==> config.mk <==
export PLATFORM = sky130hd
export DESIGN_NAME = frame_sequencer
export DESIGN_NICKNAME = d
export VERILOG_FILES = /design/src/rtl/frame_sequencer.sv
export SDC_FILE = /design/constraint.sdc
export NUM_CORES = 1
export LEC_CHECK = 0
export CAP_MARGIN = 25
export CORE_AREA = 5 5 73 75
export DETAILED_ROUTE_END_ITERATION = 6
export DIE_AREA = 0 0 78 80
export PLACE_DENSITY = 0.86
export SYNTH_ARGS = -nofsm -noshare
export SYNTH_HDL_FRONTEND = slang
export SYNTH_SLANG_ARGS = --single-unit
==> constraint.sdc <==
create_clock -name clk_i -period 4.04 [get_ports clk_i]
set_input_delay 0.404 -clock clk_i [delete_from_list [all_inputs] [get_ports clk_i]]
set_output_delay 0.404 -clock clk_i [all_outputs]
set_load 0.02 [all_outputs]
==> src/rtl/frame_sequencer.sv <==
// -----------------------------------------------------------------------------
// frame_sequencer
//
// Front-end controller for the CNN inference core. A single valid/ready byte
// stream is split per frame into a weight-load phase (core_mode_o=1) and a
// data-load phase (core_mode_o=0). The core's result strobe is then forwarded
// with a timeout guard. The weight phase is skipped on request when a complete
// weight set is already resident in the core.
//
// Ports:
//   clk_i, rst_n_i        clock (rising edge), async active-low reset
//   start_i, reuse_w_i    frame request pulse (IDLE only), skip-weights request
//   abort_i               synchronous return to IDLE, highest priority
//   s_vld_i, s_data_i     stream byte in
//   s_rdy_o               stream ready (state decode gated by !abort_i)
//   core_mode_o           1 = weight RAM, 0 = data RAM
//   core_ram_en_o         core RAM write strobe
//   core_din_o            core write byte
//   core_out_flag_i       core result strobe
//   core_dout_i           core result byte
//   res_vld_o, res_data_o forwarded result (one-cycle pulse)
//   busy_o                state is not IDLE
//   done_o                one-cycle frame completion pulse
//   err_timeout_o         sticky drain timeout, cleared by start_i
//   w_valid_o             complete weight set is loaded in the core
//   frame_cnt_o           completed frame count, wraps
// -----------------------------------------------------------------------------
module frame_sequencer #(
  parameter int N_WEIGHT  = 54,
  parameter int N_DATA    = 64,
  parameter int N_RES     = 1,
  parameter int DRAIN_MAX = 255
) (
  input  logic       clk_i,
  input  logic       rst_n_i,
  input  logic       start_i,
  input  logic       reuse_w_i,
  input  logic       abort_i,
  input  logic       s_vld_i,
  input  logic [7:0] s_data_i,
  output logic       s_rdy_o,
  output logic       core_mode_o,
  output logic       core_ram_en_o,
  output logic [7:0] core_din_o,
  input  logic       core_out_flag_i,
  input  logic [7:0] core_dout_i,
  output logic       res_vld_o,
  output logic [7:0] res_data_o,
  output logic       busy_o,
  output logic       done_o,
  output logic       err_timeout_o,
  output logic       w_valid_o,
  output logic [7:0] frame_cnt_o
);

  localparam int CNT_MAX = (N_WEIGHT > N_DATA) ? N_WEIGHT : N_DATA;
  localparam int CNT_W   = $clog2(CNT_MAX);
  localparam int TIMER_W = $clog2(DRAIN_MAX + 1);
  localparam int RES_W   = $clog2(N_RES + 1);

  typedef enum logic [2:0] {
    ST_IDLE   = 3'd0,
    ST_LOAD_W = 3'd1,
    ST_LOAD_D = 3'd2,
    ST_DRAIN  = 3'd3,
    ST_DONE   = 3'd4
  } state_e;

  state_e             state_q;
  logic [CNT_W-1:0]   byte_cnt_q;
  logic [TIMER_W-1:0] timer_q;
  logic [RES_W-1:0]   res_cnt_q;
  logic               core_mode_q;
  logic               core_ram_en_q;
  logic [7:0]         core_din_q;
  logic               res_vld_q;
  logic [7:0]         res_data_q;
  logic               busy_q;
  logic               done_q;
  logic               err_timeout_q;
  logic               w_valid_q;
  logic [7:0]         frame_cnt_q;

  logic rdy_s;
  logic accept_s;

  // Ready depends on state and abort only, never on s_vld_i.
  assign rdy_s    = ((state_q == ST_LOAD_W) || (state_q == ST_LOAD_D)) && !abort_i;
  assign accept_s = s_vld_i && rdy_s;

  // Frame FSM with all counters and registered outputs.
  always_ff @(posedge clk_i or negedge rst_n_i) begin
    if (!rst_n_i) begin
      state_q       <= ST_IDLE;
      byte_cnt_q    <= '0;
      timer_q       <= '0;
      res_cnt_q     <= '0;
      core_mode_q   <= 1'b0;
      core_ram_en_q <= 1'b0;
      core_din_q    <= 8'h00;
      res_vld_q     <= 1'b0;
      res_data_q    <= 8'h00;
      busy_q        <= 1'b0;
      done_q        <= 1'b0;
      err_timeout_q <= 1'b0;
      w_valid_q     <= 1'b0;
      frame_cnt_q   <= 8'h00;
    end else begin
      // The write strobe trails its accepted byte by one cycle; mode and data
      // are updated together with it so they always qualify the same strobe.
      core_ram_en_q <= accept_s;
      res_vld_q     <= 1'b0;
      done_q        <= 1'b0;
      if (accept_s) begin
        core_din_q  <= s_data_i;
        core_mode_q <= (state_q == ST_LOAD_W);
      end

      if (abort_i) begin
        // w_valid_q is untouched: it was already cleared on LOAD_W entry,
        // and a completed weight set survives an abort in LOAD_D/DRAIN.
        state_q <= ST_IDLE;
        busy_q  <= 1'b0;
      end else begin
        case (state_q)
          ST_IDLE: begin
            if (start_i) begin
              err_timeout_q <= 1'b0;
              byte_cnt_q    <= '0;
              busy_q        <= 1'b1;
              if (reuse_w_i && w_valid_q) begin
                state_q <= ST_LOAD_D;
              end else begin
                state_q   <= ST_LOAD_W;
                w_valid_q <= 1'b0;
              end
            end
          end
          ST_LOAD_W: begin
            if (accept_s) begin
              if (byte_cnt_q == CNT_W'(N_WEIGHT - 1)) begin
                byte_cnt_q <= '0;
                w_valid_q  <= 1'b1;
                state_q    <= ST_LOAD_D;
              end else begin
                byte_cnt_q <= byte_cnt_q + 1'b1;
              end
            end
          end
          ST_LOAD_D: begin
            // A result strobe here (including the exit cycle) is ignored.
            if (accept_s) begin
              if (byte_cnt_q == CNT_W'(N_DATA - 1)) begin
                byte_cnt_q <= '0;
                timer_q    <= '0;
                res_cnt_q  <= '0;
                state_q    <= ST_DRAIN;
              end else begin
                byte_cnt_q <= byte_cnt_q + 1'b1;
              end
            end
          end
          ST_DRAIN: begin
            if (core_out_flag_i) begin
              res_vld_q  <= 1'b1;
              res_data_q <= core_dout_i;
            end
            // Final result is checked before the timeout so a result in the
            // last allowed cycle wins.
            if (core_out_flag_i && (res_cnt_q == RES_W'(N_RES - 1))) begin
              res_cnt_q   <= res_cnt_q + 1'b1;
              done_q      <= 1'b1;
              frame_cnt_q <= frame_cnt_q + 8'd1;
              state_q     <= ST_DONE;
            end else if (timer_q == TIMER_W'(DRAIN_MAX - 1)) begin
              timer_q       <= TIMER_W'(DRAIN_MAX);
              err_timeout_q <= 1'b1;
              busy_q        <= 1'b0;
              state_q       <= ST_IDLE;
            end else begin
              timer_q <= timer_q + 1'b1;
              if (core_out_flag_i) begin
                res_cnt_q <= res_cnt_q + 1'b1;
              end
            end
          end
          ST_DONE: begin
            busy_q  <= 1'b0;
            state_q <= ST_IDLE;
          end
          default: begin
            busy_q  <= 1'b0;
            state_q <= ST_IDLE;
          end
        endcase
      end
    end
  end

  assign s_rdy_o       = rdy_s;
  assign core_mode_o   = core_mode_q;
  assign core_ram_en_o = core_ram_en_q;
  assign core_din_o    = core_din_q;
  assign res_vld_o     = res_vld_q;
  assign res_data_o    = res_data_q;
  assign busy_o        = busy_q;
  assign done_o        = done_q;
  assign err_timeout_o = err_timeout_q;
  assign w_valid_o     = w_valid_q;
  assign frame_cnt_o   = frame_cnt_q;

endmodule

; Word-level counts from Yosys, hierarchy flattened
; Cells that the tools add are included.
[word_totals]
ff_bits = 49
latch_bits = 0
ram_bits = 0
mem_bits_ro = 0
elab_cells = 113
mem_count = 0
[classes]
addsub = 4
multipliers = 0
div_mod_pow = 0
n_lt_le_gt_ge = 0
eq_ne = 25
shifts = 0
mux = 47
bitwise_logic = 2
n_reduce_logical = 21
[ops]
columns = op, count
row1 = two-way mux 8 bit, 4
row2 = two-way mux 6 bit, 5
row3 = two-way mux 3 bit, 8
row4 = two-way mux 1 bit, 22
row5 = inequality test 3 bit (second input constant), 7
row6 = one-hot mux 6 bit (3 select lines), 1
row7 = AND reduction 6 bit, 3
row8 = adder 8 x 1 -> 8 bit (second input constant), 2
row9 = one-hot mux 8 bit (2 select lines), 1
row10 = AND reduction 5 bit, 3
row11 = equality test 6 bit (second input constant), 2
row12 = inequality test 2 bit (second input constant), 6
row13 = one-hot mux 3 bit (4 select lines), 1
row14 = equality test 8 bit (second input constant), 1
row15 = adder 6 x 1 -> 6 bit (second input constant), 1
row16 = equality test 3 x 2 -> 1 bit (second input constant), 2
row17 = inequality test 2 x 1 -> 1 bit (second input constant), 3
row18 = inequality test 3 x 2 -> 1 bit (second input constant), 2
row19 = one-hot mux 1 bit (2 select lines), 3
row20 = AND reduction 3 bit, 2
row21 = nonzero test 2 bit, 3
row22 = logical AND 1 bit, 4
row23 = inequality test 4 bit (second input constant), 1
row24 = AND reduction 4 bit, 1
row25 = other kinds (10), 11

; Longest topological paths before layout
; Gate-level depths: netlist of run 1.
[logic_depth]
word_depth = 7
ltp_mapped = 7
depth_no_buf = 7

; Worst setup path before layout of run 1
; Ideal clock, no wire load.
[synth_path]
kind = input-to-reg
from = input abort_i
to = register byte_cnt_q[3]
setup_time_ns = 0.118
arrival_ns = 1.674
required_ns = 3.922
path_slack_ns = 2.248
stages = 6
path_cell_list = clkbuf_1 or4_4 and2_4 buf_6 o21bai_1 a21o_1
[synth_between]
elab_chain_len = 5
[synth_lines]
columns = element, line
row1 = start: declaration, 38  ; input logic abort_i,
row2 = zero test 1 bit, 88  ; assign rdy_s = ((state_q == ST_LOAD_W) || (state_q == ST_LOAD_D)) && !abort_i;
row3 = logical AND 1 bit, 88
row4 = logical AND 1 bit, 89  ; assign accept_s = s_vld_i && rdy_s;
row5 = inequality test 2 bit (no line), n/a
row6 = AND reduction 5 bit (no line) *, n/a
row7 = end signal: assignment, 146  ; byte_cnt_q <= byte_cnt_q + 1'b1;
row8 = end signal: assignment, 159  ; byte_cnt_q <= byte_cnt_q + 1'b1;
row9 = end: declaration, 70  ; logic [CNT_W-1:0] byte_cnt_q;
; Every way passes the cells marked *; elsewhere a longest branch is shown, timed or not.
; A chain may end at the register's enable or synchronous reset.

; Worst setup path in the final report of run 1
[layout_path]
from = input abort_i
to = output s_rdy_o
[layout_between]
elab_chain_len = 2
[layout_lines]
columns = element, line
row1 = zero test 1 bit, 88
row2 = logical AND 1 bit, 88
row3 = end: declaration, 41  ; output logic s_rdy_o,
; No other way between the ends.

==> reports/results.ini, run 1 <==
[status]
outcome=finished clean

[timing]
hold_viol_final=0
worst_pin_slew_ps=961
period_share_pct=61.5
finalSetupViolCount=0
setup-tns-final_ps=0
timing.final.ws_setup_ps=1560
fin_skew_ps=5.81
rsz0062_at_grt=false
period_needed_ps=2480
max_freq_mhz=403
drv_slew=0
relSlewSlack_pct=35.4

[power]
power_frac_seq_pct=43.0
switching_power_w=0.000632
power_frac_clock_pct=17.7
vdd_drop_max_mv=0.289
p_sw_share_pct=37.0
intPower_w=0.00108
p_leak_nw=1.43
p_comb_share_pct=39.3
p_per_area_mw_per_mm2=555

[logic_synthesis]
synth_edf_count=0
ys_async_sr_fraction_pct=100
seq_area_frac_synth_pct=50.6
mappedNetlistArea_mm2=0.00242
synth-seq-cells=49
postSynthNetCount=272
synthCells=244
ys.flop_type=dfrtp_1
synth_top_area_cell=dfrtp_1
avgSynthCellArea_um2=9.92
synth_top_area_share_pct=50.6
synth_area_leaders=dfrtp_1 (51%), nand2_1 (7.6%), mux2_2 (4.7%), o21ai_0 (3.1%), ha_1 (2.6%)
synth_cell_types=50
yosysWarnings=0

[setup_path]
crit_path_frequent_cell=clkdlybuf4s50_1
worstSetupStartpointType=primary input
critPathMaxFanout=11
path_cells=clkdlybuf4s50_1, or2_2, nor2_1, clkdlybuf4s50_1
cpMaxStageDelayCell=clkdlybuf4s50_1
reg2reg_slack_ps=1940
r2r-start=timer_q[0]$_DFFE_PN0P_
crit_start=abort_i
crit_family=buffers and inverters
critPathKind=primary input to output port
cp.required_ps=3640
max_stage_delay_ps=610
end_kind=output port
cp.buffers_inverters=2
critPathArrivalTime_ps=2080

[placed_design]
place_ws_ps=1510
hpwlAfterDp_um=3920
gp_congestion=0.843
portBuffers=54
dp.cells=345

[final_layout]
final_nets=326
syn_to_final_growth_pct=27.3
diodes=0
finalNonFillerCells=353
n_fill_cell=344
drive_gt1_share_pct=9.70
utilization_pct=67.0

[grt]
grt_pass1_wl_um=8850
gr-total-overflow=0
grt_max_degree=30
grt_usage_pct=17.8
antenna_found_initial=0
grt_pass1_vias=1906

[route]
vias=1955
drt-total-wl_um=5200
drtIter0Drc=115
ant_nets=0
wl_per_cell_um=14.7
drc=0
vias_per_cell=5.54
first_pass_iters=4

[floorplan]
die_w_um=78
io_pins=55
start_util_pct=52.7
row_count=25
dieArea_mm2=0.00624
die_y_um=80
core_area_mm2=0.00460

[clock_tree]
cts_resized=0
htree_levels=2
cts_inserted_buffers=5
root_buffer=clkbuf_8
cts_hold_buffers=0
clock_path_buffers=2
cts_tree=yes
cts.reportedPaths.clkPinSlew_ps=90
clk_latency_ps=300
cts.sinks=49
postCtsSetupBuffers=0

[min_path]
hp-class=primary input to async pin

[job]
cap_violations=0

[synth_stat cells (4+ instances only)]
master    count
nand2_1      49
dfrtp_1      49
nor2_1       14
nand2b_1      4
and3_1        5
inv_1         8
a21oi_1       9
mux2_2       10
xnor2_1       7
ha_1          5
nor2b_1       4
nand3_1       8
o21ai_0      15
[metal layers]
| layer | GRT usage, % | wire [µm] | up-vias |
|---|---|---|---|
| met5 | 0 | 0 | - |
| met4 | 7.77 | 112 | 0 |
| met3 | 3.16 | 231 | 10 |
| met2 | 30.4 | 2690 | 53 |
| met1 | 22.0 | 2170 | 946 |
| li1 | - | - | 946 |
[power groups by stage]
stage / sequential [W] / combinational (W) / clock (W)
after floorplan: 0.000810 / 0.000339 / 0
after global placement: 0.000737 / 0.000656 / 0
after detailed placement: 0.000743 / 0.000676 / 0
after CTS: 0.000734 / 0.000678 / 0.000309
after global routing: 0.000757 / 0.000733 / 0.000337
final: 0.000735 / 0.000672 / 0.000303
[worst reg2reg max path: cells and delay by family, from the launching register on]
family,cells,cell delay [ps]
adder cells (fa/ha/maj),1,160
AND/OR/NAND/NOR,2,860
AO/OA/AOI/OAI,1,270
multiplexers,1,180
flip-flops,1,420
buffers and inverters,1,80
[registers in the layout, summed over array words and instances (netlist names), 3 cells and up]
name	flops
core_din_o	8
frame_cnt_o	8
res_data_o	8
timer_q	8
byte_cnt_q	6
state_q	3
[cell usage in the layout, fill, tap and decap left out, drive strengths merged, types with 7 or more instances in the layout]
cell	n
a21oi	9
clkdlybuf4s50	53
dfrtp	49
inv	9
mux2	10
nand2	49
nand3	8
nor2	14
o21ai	17
xnor2	7
[kinds of logic (layout without fill, tap and decap cells)]
group	Yosys count	after routing	synth area share, %
buffers and inverters	17	72	3.82
AND/OR/NAND/NOR	108	108	22.7
XOR/XNOR	8	8	2.89
adder cells (fa/ha/maj)	5	5	2.58
flip-flops	49	49	50.6
multiplexers	13	13	5.89
AO/OA/AOI/OAI	44	44	11.4
[metrics by stage]
stage / hold WS [ps] / cell area [µm²] / total power, W
2_1_floorplan: 108 / 2420 / 0.00115
3_3_place_gp: 460 / 2970 / 0.00139
3_5_place_dp: 409 / 2990 / 0.00142
4_1_cts: 70.8 / 3080 / 0.00172
5_1_grt: 87.4 / 3080 / 0.00183
6_report: 53.4 / 3080 / 0.00171
[path summary, 6_finish.rpt]
path,endpoint,cells after the start
setup / recovery,s_rdy_o,4
hold / removal,state_q[0]$_DFFE_PN0P_,1
setup reg to reg,state_q[1]$_DFFE_PN0P_,6
hold reg to reg,frame_cnt_o[7]$_DFFE_PN0P_,1
max in group asynchronous,res_vld_o$_DFF_PN0_,2
min in group clk_i,frame_cnt_o[7]$_DFFE_PN0P_,1
[cell type report]
class                      instances  area, µm²  area share, %
timing repair buffer              55        556           18.0
tap                               54       67.6           2.19
sequential                        49       1230           39.8
clock inverter                     2       13.8          0.447
clock buffer                       6       82.6           2.68
inverter                           9       33.8           1.10
multi-input combinational        178       1100           35.8
No activity file was read; power rests on OpenSTA's default activity.
==> run 2, diff against run 1 <==
--- a/config.mk
+++ b/config.mk
@@ -6,10 +6,10 @@
 export NUM_CORES = 1
 export LEC_CHECK = 0
 export CAP_MARGIN = 25
-export CORE_AREA = 5 5 73 75
+export CORE_AREA = 5 5 80 82
 export DETAILED_ROUTE_END_ITERATION = 6
-export DIE_AREA = 0 0 78 80
-export PLACE_DENSITY = 0.86
+export DIE_AREA = 0 0 85 87
+export PLACE_DENSITY = 0.76
 export SYNTH_ARGS = -nofsm -noshare
 export SYNTH_HDL_FRONTEND = slang
 export SYNTH_SLANG_ARGS = --single-unit
==> constraint.sdc (replaced) <==
create_clock -name clk_i -period 2.02 [get_ports clk_i]
set_input_delay 0.202 -clock clk_i [delete_from_list [all_inputs] [get_ports clk_i]]
set_output_delay 0.202 -clock clk_i [all_outputs]
set_load 0.02 [all_outputs]
==> run 2 against run 1 <==
Net effect: non-clock buffer count rose by 18; utilization fell by 9.6 points; global-route usage fell by 2.6 points; setup slack got worse by 1400 ps; flip-flop and latch count did not move.
==> reports/results.ini, run 2 (synthesis gave the netlist of run 1 again) <==
[route]
wl_per_cell_um=13.6  ; was 14.7 µm
drc=0  ; unchanged
vias_per_cell=5.09  ; was 5.54
ant_nets=0  ; unchanged
drtIter0Drc=97  ; was 115
drt-total-wl_um=5320  ; was 5200 µm
vias=1994  ; was 1955
first_pass_iters=4  ; unchanged

[min_path]
hp-class=primary input to flip-flop  ; was primary input to async pin

[grt]
grt_pass1_vias=2047  ; was 1906
grt_usage_pct=15.2  ; was 17.8%
grt_max_degree=28  ; was 30
grt_pass1_wl_um=9130  ; was 8850 µm
gr-total-overflow=0  ; unchanged
antenna_found_initial=0  ; unchanged

[final_layout]
diodes=0  ; unchanged
drive_gt1_share_pct=14.5  ; was 9.70%
utilization_pct=57.5  ; was 67.0%
syn_to_final_growth_pct=34.7  ; was 27.3%
n_fill_cell=502  ; was 344
final_cell_mix=clkdlybuf4s50_1 (52), nand2_1 (49), dfrtp_1 (48), buf_4 (17), o21ai_0 (15)  ; was clkdlybuf4s50_1 (53), nand2_1 (49), dfrtp_1 (49), o21ai_0 (15), nor2_1 (14)
final_common_cell=clkdlybuf4s50_1  ; unchanged
final_nets=344  ; was 326

[timing]
drv_slew=0  ; unchanged
max_freq_mhz=549
hold_viol_final=0  ; unchanged
fin_skew_ps=10.7  ; was 5.81 ps
hold_ws_ps=411  ; was 53.4 ps
period_needed_ps=1820
rsz0062_at_grt=false  ; unchanged
relSlewSlack_pct=62.0  ; was 35.4%
worst_pin_slew_ps=571  ; was 961 ps
setup-tns-final_ps=0  ; unchanged
finalSetupViolCount=0  ; unchanged
period_share_pct=90.2

[placed_design]
portBuffers=54  ; unchanged
gp_congestion=0.858  ; was 0.843
hpwlAfterDp_um=3990  ; was 3920 µm

[setup_path]
path_cells=buf_4, or2_2, nor2_1, dlygate4sd2_1  ; was clkdlybuf4s50_1, or2_2, nor2_1, clkdlybuf4s50_1
cpMaxStageDelayCell=dfrtp_1  ; was clkdlybuf4s50_1
critPathArrivalTime_ps=1620  ; was 2080 ps
end_kind=output port  ; unchanged
critPathKind=flip-flop to output port  ; was primary input to output port
cp.required_ps=1820  ; was 3640 ps
worstSetupStartpointType=flip-flop  ; was primary input
max_stage_delay_ps=380  ; was 610 ps
critPathMaxFanout=6  ; was 11

[clock_tree]
cts_tree=yes  ; unchanged
htree_levels=2  ; unchanged
root_buffer=clkbuf_8  ; unchanged
postCtsSetupBuffers=0  ; unchanged
cts.sinks=49  ; unchanged
clk_latency_ps=300  ; about the same
cts.reportedPaths.clkPinSlew_ps=90  ; about the same
cts_inserted_buffers=5  ; unchanged
clock_path_buffers=2  ; unchanged

[floorplan]
start_util_pct=42.7  ; was 52.7%
row_count=28  ; was 25
core_area_mm2=0.00568  ; was 0.00460 mm²
die_w_um=85  ; was 78 µm
dieArea_mm2=0.00740  ; was 0.00624 mm²
io_pins=55  ; unchanged
die_y_um=87  ; was 80 µm

[power]
p_per_area_mw_per_mm2=1110  ; was 555 mW/mm²
p_leak_nw=1.52  ; was 1.43 nW
vdd_drop_max_mv=0.552  ; was 0.289 mV

[job]
cap_violations=0  ; unchanged

[status]
outcome=finished clean  ; unchanged

-- run 2: changes by cell type in the layout (fill, tap and decap cells not counted), sizes merged --
cell | previous run | this run
dlygate4sd2 | 0 | 1
clkinv | 2 | 1
dlygate4sd3 | 0 | 1
clkdlybuf4s50 | 53 | 52
bufinv | 0 | 1
buf | 2 | 19
-- run 2: layout make-up --
class | count | area [µm²] | share of cell area (%)
clock buffers | 6 | 72.6 | 2.23
clock inverters | 2 | 38.8 | 1.19
inverters | 9 | 33.8 | 1.04
multi-input cells | 178 | 1100 | 33.8
flip-flops and latches | 49 | 1230 | 37.6
well taps | 75 | 93.8 | 2.88
repair buffers | 73 | 692 | 21.2
-- run 2: final timing paths --
| kind | from | to | slack [ps] | depth (start not counted) |
|---|---|---|---|---|
| worst min register to register | frame_cnt_o[7]$_DFFE_PN0P_ | frame_cnt_o[7]$_DFFE_PN0P_ | 470 | 1 |
| min in group asynchronous | rst_n_i | core_din_o[0]$_DFFE_PN0P_ | 420 | 2 |
| worst min-delay path | s_data_i[4] | core_din_o[4]$_DFFE_PN0P_ | 410 | 3 |
| worst max-delay path | state_q[2]$_DFFE_PN0P_ | s_rdy_o | 200 | 4 |
| max in group asynchronous | rst_n_i | timer_q[2]$_DFFE_PN0P_ | 1040 | 3 |
| worst max register to register | state_q[2]$_DFFE_PN0P_ | timer_q[2]$_DFFE_PN0P_ | 210 | 6 |
-- run 2: routing by layer --
metal,wire length [µm],part of all wire (%),track usage (%)
met1,2400,45,18.6
met4,88,1.7,5.61
met2,2530,48,25.8
met3,300,5.6,3.69
met5,0,0,0
-- run 2: worst max-delay path: cells and delay by family, from the launching register on --
family | cells | cell delay (ps)
simple gates | 2 | 440
flops | 1 | 380
buf+inv | 2 | 490
-- run 2: what timing repair did --
action / CTS / global route
resized for setup: 1 / 1
hold buffers: 1 / 0
setup endpoints to repair: 1 / 6
endpoints found under the hold margin: 22 / 0
-- run 2: report_power, final --
group | switching [W] | total (W) | internal (W)
clock | 0.000328 | 0.000700 | 0.000372
sequential | 0.000213 | 0.00145 | 0.00124
combinational | 0.000742 | 0.00148 | 0.000738
-- run 2: stage by stage --
step,area (µm²),setup WS [ps],cells,total power (W)
after floorplan,2420,253,244,0.00230
after CTS,3260,143,392,0.00367
after detailed placement,3140,-16.6,383,0.00296
after global placement,3140,10.6,383,0.00292
final,3260,197,392,0.00363
after global routing,3260,32.2,392,0.00388
